<file path="src/rtl/pipeline_drain_buffer_if.sv">
// pipeline_drain_buffer_if
//   Bundles the credit, pipeline-capture and consumer handshake signals of
//   pipeline_drain_buffer.
//   slave  : the buffer itself.
//   master : the surrounding logic (upstream injector, pipeline output, consumer).
//   Signals:
//     upstream_push  one pulse per word injected at the pipeline input
//     credit_ok      upstream may inject this cycle
//     in_valid/in_data   word leaving the fixed-latency pipeline
//     out_valid/out_data/out_ready   FWFT consumer handshake
//     count          FIFO occupancy
//     overflow       sticky, word arrived with no space
//     proto_err      sticky, push without credit or word with nothing in flight
interface pipeline_drain_buffer_if #(
  parameter int DATA_WIDTH = 16,
  parameter int DEPTH      = 16
);
  localparam int CW = $clog2(DEPTH) + 1;

  logic                  upstream_push;
  logic                  credit_ok;
  logic                  in_valid;
  logic [DATA_WIDTH-1:0] in_data;
  logic                  out_valid;
  logic [DATA_WIDTH-1:0] out_data;
  logic                  out_ready;
  logic [CW-1:0]         count;
  logic                  overflow;
  logic                  proto_err;

  modport slave (
    input  upstream_push, in_valid, in_data, out_ready,
    output credit_ok, out_valid, out_data, count, overflow, proto_err
  );

  modport master (
    output upstream_push, in_valid, in_data, out_ready,
    input  credit_ok, out_valid, out_data, count, overflow, proto_err
  );
endinterface

</file>
<file path="src/rtl/pipeline_drain_buffer.sv">
// pipeline_drain_buffer
//   Credit-managed FWFT FIFO placed after a non-stallable register pipeline.
//   Every word injected upstream reserves a slot (INFLIGHT) so that it always
//   finds space when it emerges, even if the consumer stalls.
//   Ports:
//     clk  rising-edge clock
//     rst  asynchronous active-high reset
//     bus  pipeline_drain_buffer_if.slave (credit, capture and consumer sides)
module pipeline_drain_buffer #(
  parameter int DATA_WIDTH = 16,
  parameter int DEPTH      = 16,
  parameter int NUM_STAGES = 8
) (
  input  logic                      clk,
  input  logic                      rst,
  pipeline_drain_buffer_if.slave    bus
);
  localparam int AW = $clog2(DEPTH);
  localparam int CW = AW + 1;
  localparam logic [CW-1:0] FULL  = CW'(DEPTH);
  localparam logic [CW:0]   LIMIT = (CW + 1)'(DEPTH);

  logic [DATA_WIDTH-1:0] mem [DEPTH];
  logic [AW-1:0]         wr_ptr;
  logic [AW-1:0]         rd_ptr;
  logic [CW-1:0]         count;
  logic [CW-1:0]         inflight;
  logic                  overflow;
  logic                  proto_err;

  logic [CW:0] reserved;
  logic        credit_ok;
  logic        pop;
  logic        wr_en;
  logic        push_ok;
  logic        bad_push;
  logic        orphan;
  logic        inflight_dec;

  // Credit is decoded purely from registered occupancy and reservations.
  assign reserved  = {1'b0, count} + {1'b0, inflight};
  assign credit_ok = (reserved < LIMIT);

  assign pop      = (count != '0) && bus.out_ready;
  // A full FIFO can still absorb a word if the head leaves on the same edge.
  assign wr_en    = bus.in_valid && ((count != FULL) || pop);
  assign push_ok  = bus.upstream_push && credit_ok;
  assign bad_push = bus.upstream_push && !credit_ok;
  // A word with no outstanding reservation: flagged, and INFLIGHT must not wrap.
  assign orphan       = bus.in_valid && (inflight == '0);
  assign inflight_dec = bus.in_valid && !orphan;

  always_ff @(posedge clk) begin
    if (wr_en) mem[wr_ptr] <= bus.in_data;
  end

  always_ff @(posedge clk or posedge rst) begin
    if (rst) begin
      wr_ptr    <= '0;
      rd_ptr    <= '0;
      count     <= '0;
      inflight  <= '0;
      overflow  <= 1'b0;
      proto_err <= 1'b0;
    end else begin
      if (wr_en) wr_ptr <= wr_ptr + 1'b1;
      if (pop)   rd_ptr <= rd_ptr + 1'b1;

      case ({wr_en, pop})
        2'b10:   count <= count + 1'b1;
        2'b01:   count <= count - 1'b1;
        default: count <= count;
      endcase

      case ({push_ok, inflight_dec})
        2'b10:   inflight <= inflight + 1'b1;
        2'b01:   inflight <= inflight - 1'b1;
        default: inflight <= inflight;
      endcase

      if (bus.in_valid && !wr_en) overflow <= 1'b1;
      if (bad_push || orphan)     proto_err <= 1'b1;
    end
  end

  assign bus.credit_ok = credit_ok;
  assign bus.out_valid = (count != '0);
  // Zero when empty so the output is clean straight out of reset.
  assign bus.out_data  = (count != '0) ? mem[rd_ptr] : '0;
  assign bus.count     = count;
  assign bus.overflow  = overflow;
  assign bus.proto_err = proto_err;

`ifndef SYNTHESIS
  a_reserved_bound: assert property (@(posedge clk) disable iff (rst)
    reserved <= LIMIT);
  a_inflight_bound: assert property (@(posedge clk) disable iff (rst)
    int'(inflight) <= NUM_STAGES);
`endif
endmodule

</file>
<file path="src/flat_wrapper.sv">
// flat-port wrapper written by rule: the top's interface ports become plain ports
module pipeline_drain_buffer_flat 
#(
  parameter int DATA_WIDTH = 16,
  parameter int DEPTH      = 16,
  parameter int NUM_STAGES = 8
)
  (clk, rst, bus_upstream_push, bus_in_valid, bus_in_data, bus_out_ready, bus_credit_ok, bus_out_valid, bus_out_data, bus_count, bus_overflow, bus_proto_err);
  pipeline_drain_buffer_if #(.DATA_WIDTH(DATA_WIDTH), .DEPTH(DEPTH)) bus_i ();
  input  logic clk;
  input  logic rst;
  input wire logic [$bits(bus_i.upstream_push)-1:0] bus_upstream_push;
  input wire logic [$bits(bus_i.in_valid)-1:0] bus_in_valid;
  input wire logic [$bits(bus_i.in_data)-1:0] bus_in_data;
  input wire logic [$bits(bus_i.out_ready)-1:0] bus_out_ready;
  output wire logic [$bits(bus_i.credit_ok)-1:0] bus_credit_ok;
  output wire logic [$bits(bus_i.out_valid)-1:0] bus_out_valid;
  output wire logic [$bits(bus_i.out_data)-1:0] bus_out_data;
  output wire logic [$bits(bus_i.count)-1:0] bus_count;
  output wire logic [$bits(bus_i.overflow)-1:0] bus_overflow;
  output wire logic [$bits(bus_i.proto_err)-1:0] bus_proto_err;
  assign bus_i.upstream_push = bus_upstream_push;
  assign bus_i.in_valid = bus_in_valid;
  assign bus_i.in_data = bus_in_data;
  assign bus_i.out_ready = bus_out_ready;
  assign bus_credit_ok = bus_i.credit_ok;
  assign bus_out_valid = bus_i.out_valid;
  assign bus_out_data = bus_i.out_data;
  assign bus_count = bus_i.count;
  assign bus_overflow = bus_i.overflow;
  assign bus_proto_err = bus_i.proto_err;
  pipeline_drain_buffer #(.DATA_WIDTH(DATA_WIDTH), .DEPTH(DEPTH), .NUM_STAGES(NUM_STAGES)) u_core (.clk(clk), .rst(rst), .bus(bus_i));
endmodule
</file>
<file path="config.mk">
export PLATFORM = sky130hd
export DESIGN_NAME = pipeline_drain_buffer_flat
export DESIGN_NICKNAME = d
export VERILOG_FILES = /design/src/rtl/pipeline_drain_buffer_if.sv /design/src/rtl/pipeline_drain_buffer.sv /design/src/flat_wrapper.sv
export SDC_FILE = /design/constraint.sdc
export NUM_CORES = 1
export LEC_CHECK = 0
export BUFFER_PORTS_ARGS = -buffer_cell sky130_fd_sc_hd__buf_4
export CAP_MARGIN = 20
export CORE_ASPECT_RATIO = 1.1
export CORE_MARGIN = 2
export CORE_UTILIZATION = 64
export CTS_BUF_LIST = sky130_fd_sc_hd__clkbuf_4 sky130_fd_sc_hd__clkbuf_8
export CTS_CLUSTER_DIAMETER = 60
export DETAILED_ROUTE_END_ITERATION = 6
export MAX_ROUTING_LAYER = met4
export PLACE_DENSITY = 0.78
export SLEW_MARGIN = 20
export SYNTH_ARGS = -nofsm -noshare
export SYNTH_HDL_FRONTEND = slang
export SYNTH_SLANG_ARGS = --single-unit
</file>
<file path="constraint.sdc">
create_clock -name clk -period 4.2 [get_ports clk]
set_clock_uncertainty 0.1 [all_clocks]
set_input_delay 0 -clock clk [delete_from_list [all_inputs] [get_ports clk]]
set_output_delay 0 -clock clk [all_outputs]
set_load 0.01 [all_outputs]
</file>
* Word-level counts from Yosys, hierarchy flattened *
Memories as Yosys holds them, arrays and structs flattened.
Cells that the tools add are included.
W data, S select, Z words.

word-level totals
  flip-flop bits (word level) = 20
  RAM bits = 256
  output and inout bits = 25
  word-level logic and storage cells = 41
  memories = 1

operators by class
  add/sub/neg operators = 7
  $lt $le $gt $ge = 1
  equal/unequal tests = 5
  mux-type cells = 5
  reductions and logical operators = 16

memory list
  memory      depth  width  read ports  clocked after memory_dff  write ports  line                         source
  u_core.mem  16     16     1           0                         1            pipeline_drain_buffer.sv:23  logic [DATA_WIDTH-1:0] mem [DEPTH];

operators with widths
  operator               number
  $pmux W5 S2            2
  $mux W16               1
  $add A5 B1 Y5 const B  2
  $sub A5 B1 Y5 const B  2
  $add A4 B1 Y4 const B  2
  $logic_and A1 B1 Y1    7
  $add A5 B5 Y6          1
  $lt A6 B5 Y1 const B   1
  $logic_not A5 Y1       1
  $ne A5 B5 Y1 const B   1
  $reduce_bool A5 Y1     1
  $eq A2 B1 Y1 const B   2
  $eq A2 B2 Y1 const B   2
  $reduce_bool A2 Y1     2
  $logic_not A1 Y1       3
  $logic_or A1 B1 Y1     2
  $mux W1                2

* Logic depth before layout (Yosys ltp) *
  depth in word-level cells = 6
  gate-level depth with buffers = 12
  mapped depth without buffers = 12

* Worst setup path before layout *
Ideal clock, no wire load.

  kind = reg2reg
  start point = register u_core.count[2], in the netlist u_core.bus.count[2]
  end point = register u_core.inflight[4]
  library setup time = 116 ps
  data arrival time = 3438 ps
  required time = 3984 ps
  slack = 547 ps
  stages on the path, launching flop included = 12
  path buffers = 0
  clock period less this slack = 3653 ps
  cell sequence = dfrtp_1 > ha_1 > a21oi_1 > nand2_1 > a2111oi_0 > nand2_1 > ha_1 > ha_1 > nor2b_1 > o21a_1 > or2_2 > o311ai_0

on the way
  longest elaborated chain between the ends = 5
  elaborated cells on any way between the ends = 7
  classes of those cells = add/sub (1); order compare (1); eq/ne (2); mux (1); reduce/logical (2)

ends and longest elaborated chain
  what                                                      line                         source
  start: declaration                                        pipeline_drain_buffer.sv:26  logic [CW-1:0] count;
  start signal: assignment                                  pipeline_drain_buffer.sv:70  2'b10: count <= count + 1'b1;
  start signal: assignment                                  pipeline_drain_buffer.sv:71  2'b01: count <= count - 1'b1;
  start signal: assignment                                  pipeline_drain_buffer.sv:72  default: count <= count;
  $add A5 B5 Y6 *                                           pipeline_drain_buffer.sv:41  assign reserved = {1'b0, count} + {1'b0, inflight};
  $lt A6 B5 Y1 *                                            pipeline_drain_buffer.sv:42  assign credit_ok = (reserved < LIMIT);
  net bus_credit_ok                                         flat_wrapper.sv:16           output wire logic [$bits(bus_i.credit_ok)-1:0] bus_credit_ok;
  $logic_and A1 B1 Y1 *                                     pipeline_drain_buffer.sv:47  assign push_ok = bus.upstream_push && credit_ok;
  $eq A2 B1 Y1 / $eq A2 B2 Y1 (equally long branches)       pipeline_drain_buffer.sv:75  case ({push_ok, inflight_dec})
  $pmux W5 S2 / $reduce_bool A2 Y1 (equally long branches)  n/a
  end signal: assignment                                    pipeline_drain_buffer.sv:76  2'b10: inflight <= inflight + 1'b1;
  end signal: assignment                                    pipeline_drain_buffer.sv:77  2'b01: inflight <= inflight - 1'b1;
  end signal: assignment                                    pipeline_drain_buffer.sv:78  default: inflight <= inflight;
  end: declaration                                          pipeline_drain_buffer.sv:27  logic [CW-1:0] inflight;

The timed path passes the listed nets; every way through them passes the cells marked *.
A chain may end at the register's enable or synchronous reset.

* Worst setup path in the final report *
  start point = register u_core.count[2], in the netlist u_core.bus.count[2]
  end point = register u_core.inflight[4]

on the way
  longest elaborated chain between the ends = 5
  elaborated cells on any way between the ends = 7
  classes of those cells = add/sub (1); order compare (1); eq/ne (2); mux (1); reduce/logical (2)

ends and longest elaborated chain
  what                                                      line
  $add A5 B5 Y6 *                                           pipeline_drain_buffer.sv:41
  $lt A6 B5 Y1 *                                            pipeline_drain_buffer.sv:42
  $logic_and A1 B1 Y1 *                                     pipeline_drain_buffer.sv:47
  $eq A2 B1 Y1 / $eq A2 B2 Y1 (equally long branches)       pipeline_drain_buffer.sv:75
  $pmux W5 S2 / $reduce_bool A2 Y1 (equally long branches)  n/a

Mark *: on every way between the ends. The rest lies on a longest branch, timed or not.

==> run_results.csv <==
group,metric,value,unit
placed_design,gp_congestion,0.859,
setup_path,path_class,"reg2reg",
floorplanning,ios,46,
setup_path,cp_data_arrival_time,3.89,ns
synthesis,synthAdderAreaFrac,0.0215,
floorplanning,start_util,0.655,
floorplanning,rows,50,
synthesis,synth.area.mux_share,0.149,
clocking,tritoncts,"built",
sta,tns,0,ns
job,max-cap-violations,0,
setup_path,end_kind,"flip-flop",
synthesis,async_flop_share,0.0725,
synthesis,synthCells,559,
sta,tightest_slew,1.09,ns
clocking,root_buffer,"clkbuf_8",
synthesis,synth_top_family_by_area,"multiplexers",
clocking,path_clk_slew,0.06,ns
synthesis,synthFlopType,"edfxtp_1",
clocking,post_cts_resized,0,
sta,fmax,279,MHz
clocking,cts.sinks,276,
synthesis,yosys_warnings,0,
placed_design,io_buffers,45,
route,wl_per_cell,24.8,um
global_route,antenna_found_initial,1,
synthesis,syn-num-nets,598,
route,vias_per_cell,6.27,
setup_path,reg2reg_from,"u_core.bus.count[2]$_DFFE_PP0P_",
synthesis,synth_area_per_cell,20.0,um^2
cells_and_area,final_nets,700,
clocking,ctsLongestPathBuffers,3,
global_route,grt-ovfl-total,0,
synthesis,synth-seq-cells,276,
global_route,grt.total_usage,0.265,
clocking,cts_max_level,2,
synthesis,yosys.area_share.simple,0.0326,
clocking,cts_made_buffers,43,
cells_and_area,fillers,939,
placed_design,post-place-ws,0.546,ns
sta,rsz0062_at_grt,"no",
floorplanning,die_y,143,um
synthesis,synthTopCellsByArea,"edfxtp_1 (69%), mux4_2 (13%), dfrtp_1 (4.5%), a211oi_1 (2.1%), ha_1 (1.8%)",
setup_path,crit_path_start,"u_core.bus.count[2]$_DFFE_PP0P_",
placed_design,dp_hpwl,13400,um
run_status,status,"finished clean",
sta,drv_slew,0,
sta,hold_viol_final,0,
setup_path,crit_fanout,7,
cells_and_area,multiInputGateArea,2860,um^2
cells_and_area,final_util,0.756,
power,p_per_area,674,nW/um^2
power,p_leak,4.39,nW
hold_path,hp-class,"in2async",
route,ant_nets,0,
synthesis,netlist.top_cell.by_area,"edfxtp_1",
clocking,clk-insertion-delay-late,0.53,ns
route,vias,5803,
floorplanning,core_area,17100,um^2
synthesis,synth_cell_types,43,
placed_design,place_inst,828,
floorplanning,dieArea,18600,um^2
power,vdd.ir_drop.worst,564,uV
setup_path,required,4.51,ns
cells_and_area,seq_area,8200,um^2
synthesis,synthesis.area,11200,um^2
route,drtIter0Drc,499,
sta,period_share,0.853,
sta,report.final.setup_viol,0,
route,drt_first_pass_iters,5,
sta,maxSlewHeadroom,0.275,
route,drt-total-wl,23000,um
cells_and_area,drive_above_1_share,0.307,
setup_path,crit_path_start_kind,"flip-flop",
synthesis,yosysTopAreaCellShare,0.687,
synthesis,ys_seq_area_frac,0.731,
global_route,grt_max_degree,56,
synthesis,synth-edff-count,256,
sta,setup_ws,0.617,ns
cells_and_area,area_growth,15.4,%
route,drc,0,
synthesis,synth_compound_area_frac,0.0381,
cells_and_area,fin_cells,926,
synthesis,synth_xor_area_frac,0.00939,
floorplanning,die_width,130,um
sta,period_minus_slack,3.58,ns
global_route,grt_first_pass_wirelength,34300,um
clocking,post-cts-setup-buffer-count,0,
global_route,grt_pass1_vias,5985,
report_power, final:
| group | internal [mW] | leakage, nW | switching [mW] |
|---|---|---|---|
| clock network | 1.12 | 0.423 | 0.966 |
| registers | 3.35 | 2.54 | 0.467 |
| logic | 1.45 | 1.42 | 1.35 |
layout by cell type (no fill, tap or decap), types with 5 or more instances in the layout:
| cell type | Yosys | routed |
|---|---|---|
| a211oi_1 | 32 | 32 |
| and3_1 | 5 | 5 |
| buf_4 | 5 | 63 |
| clkbuf_4 | 0 | 15 |
| clkbuf_8 | 0 | 45 |
| clkinv_1 | 0 | 12 |
| dfrtp_1 | 20 | 17 |
| dlygate4sd3_1 | 0 | 21 |
| edfxtp_1 | 256 | 256 |
| ha_1 | 16 | 16 |
| inv_1 | 14 | 14 |
| mux2i_1 | 19 | 19 |
| mux4_2 | 64 | 64 |
| nand2_1 | 8 | 8 |
| nor2_1 | 7 | 7 |
| nor2b_1 | 20 | 20 |
| o21ai_0 | 5 | 5 |
| xnor2_1 | 10 | 10 |
stage by stage:
step / instance area, um^2 / hold WS (ns) / total power, mW
floorplan: 11200 / -0.136 / 5.62
global placement: 11900 / 0.0889 / 6.56
detailed placement: 11900 / 0.0879 / 6.66
CTS: 12900 / 0.0815 / 8.75
global route: 12900 / 0.132 / 9.13
finish: 12900 / 0.0764 / 8.70
synth_stat cells (all sizes together), types with 2 or more instances:
cell type / n
a21oi: 4
nand3: 4
or2: 2
mux2: 3
o311ai: 2
nand2: 8
o211ai: 3
and3: 5
clkbuf: 13
nor2: 8
xnor2: 10
nor2b: 20
dfrtp: 20
a21o: 2
nor3: 5
o21a: 2
o21ai: 6
nand2b: 4
mux2i: 19
inv: 15
buf: 16
edfxtp: 256
xor2: 2
fa: 2
or4: 2
mux4: 64
nor4: 5
nand4: 2
a211oi: 32
ha: 16
per-layer routing:
layer  global-route usage  vias up  routed length (um)
met5                    -        -                   0
met4               0.0821        0                 555
met3               0.0626       48                1780
met2                0.414      257               11500
met1                0.354     2992                9120
li1                     -     2506                   -
sequential cells by signal, indices dropped and copies added, names as in the netlist:
name / count
u_core.mem: 256
u_core.bus.count: 5
u_core.bus.proto_err: 1
u_core.wr_ptr: 4
u_core.rd_ptr: 4
u_core.bus.overflow: 1
u_core.inflight: 5
kinds of logic (layout without fill, tap and decap cells):
logic type / Yosys count / count (layout)
other: 0 / 1
multiplexers: 86 / 86
AND/OR/NAND/NOR: 65 / 65
AO/OA/AOI/OAI: 58 / 58
buffers and inverters: 44 / 176
flip-flops: 276 / 276
adder cells (fa/ha/maj): 18 / 18
XOR/XNOR: 12 / 12
worst paths after layout:
check                                                   to  slack, ns  cells after the start
max                         u_core.inflight[4]$_DFFE_PP0P_       0.62                     11
min                         u_core.inflight[3]$_DFFE_PP0P_       0.08                      3
max reg2reg                 u_core.inflight[4]$_DFFE_PP0P_       0.62                     11
min reg2reg                u_core.bus.overflow$_DFFE_PP0P_       0.39                      1
max in group asynchronous     u_core.rd_ptr[1]$_DFFE_PP0P_       3.35                      3
min in group clk               u_core.mem[13][3]$_DFFE_PP_       0.21                      2
area by class of cell:
cell class                 instances  share of cell area
multi-input combinational        239               0.221
clock inverter                    15             0.00465
inverter                          15             0.00436
timing repair buffer              86              0.0560
tap                              234              0.0227
sequential                       276               0.634
clock buffer                      60              0.0567
antenna                            1            0.000194
timing repair:
action	in CTS	in global routing
hold endpoints to repair	293	0
hold buffers	21	0
setup endpoints to repair	0	0
critical path, stage by stage (launching register included):
cell	delay [ns]
dfrtp_1	0.43
ha_1	0.34
a21oi_1	0.14
nand2_1	0.07
a2111oi_0	0.64
nand2_1	0.12
ha_1	0.32
ha_1	0.36
nor2b_1	0.17
o21a_1	0.19
or2_2	0.28
o311ai_0	0.32
(Power assumes the default switching activity.)
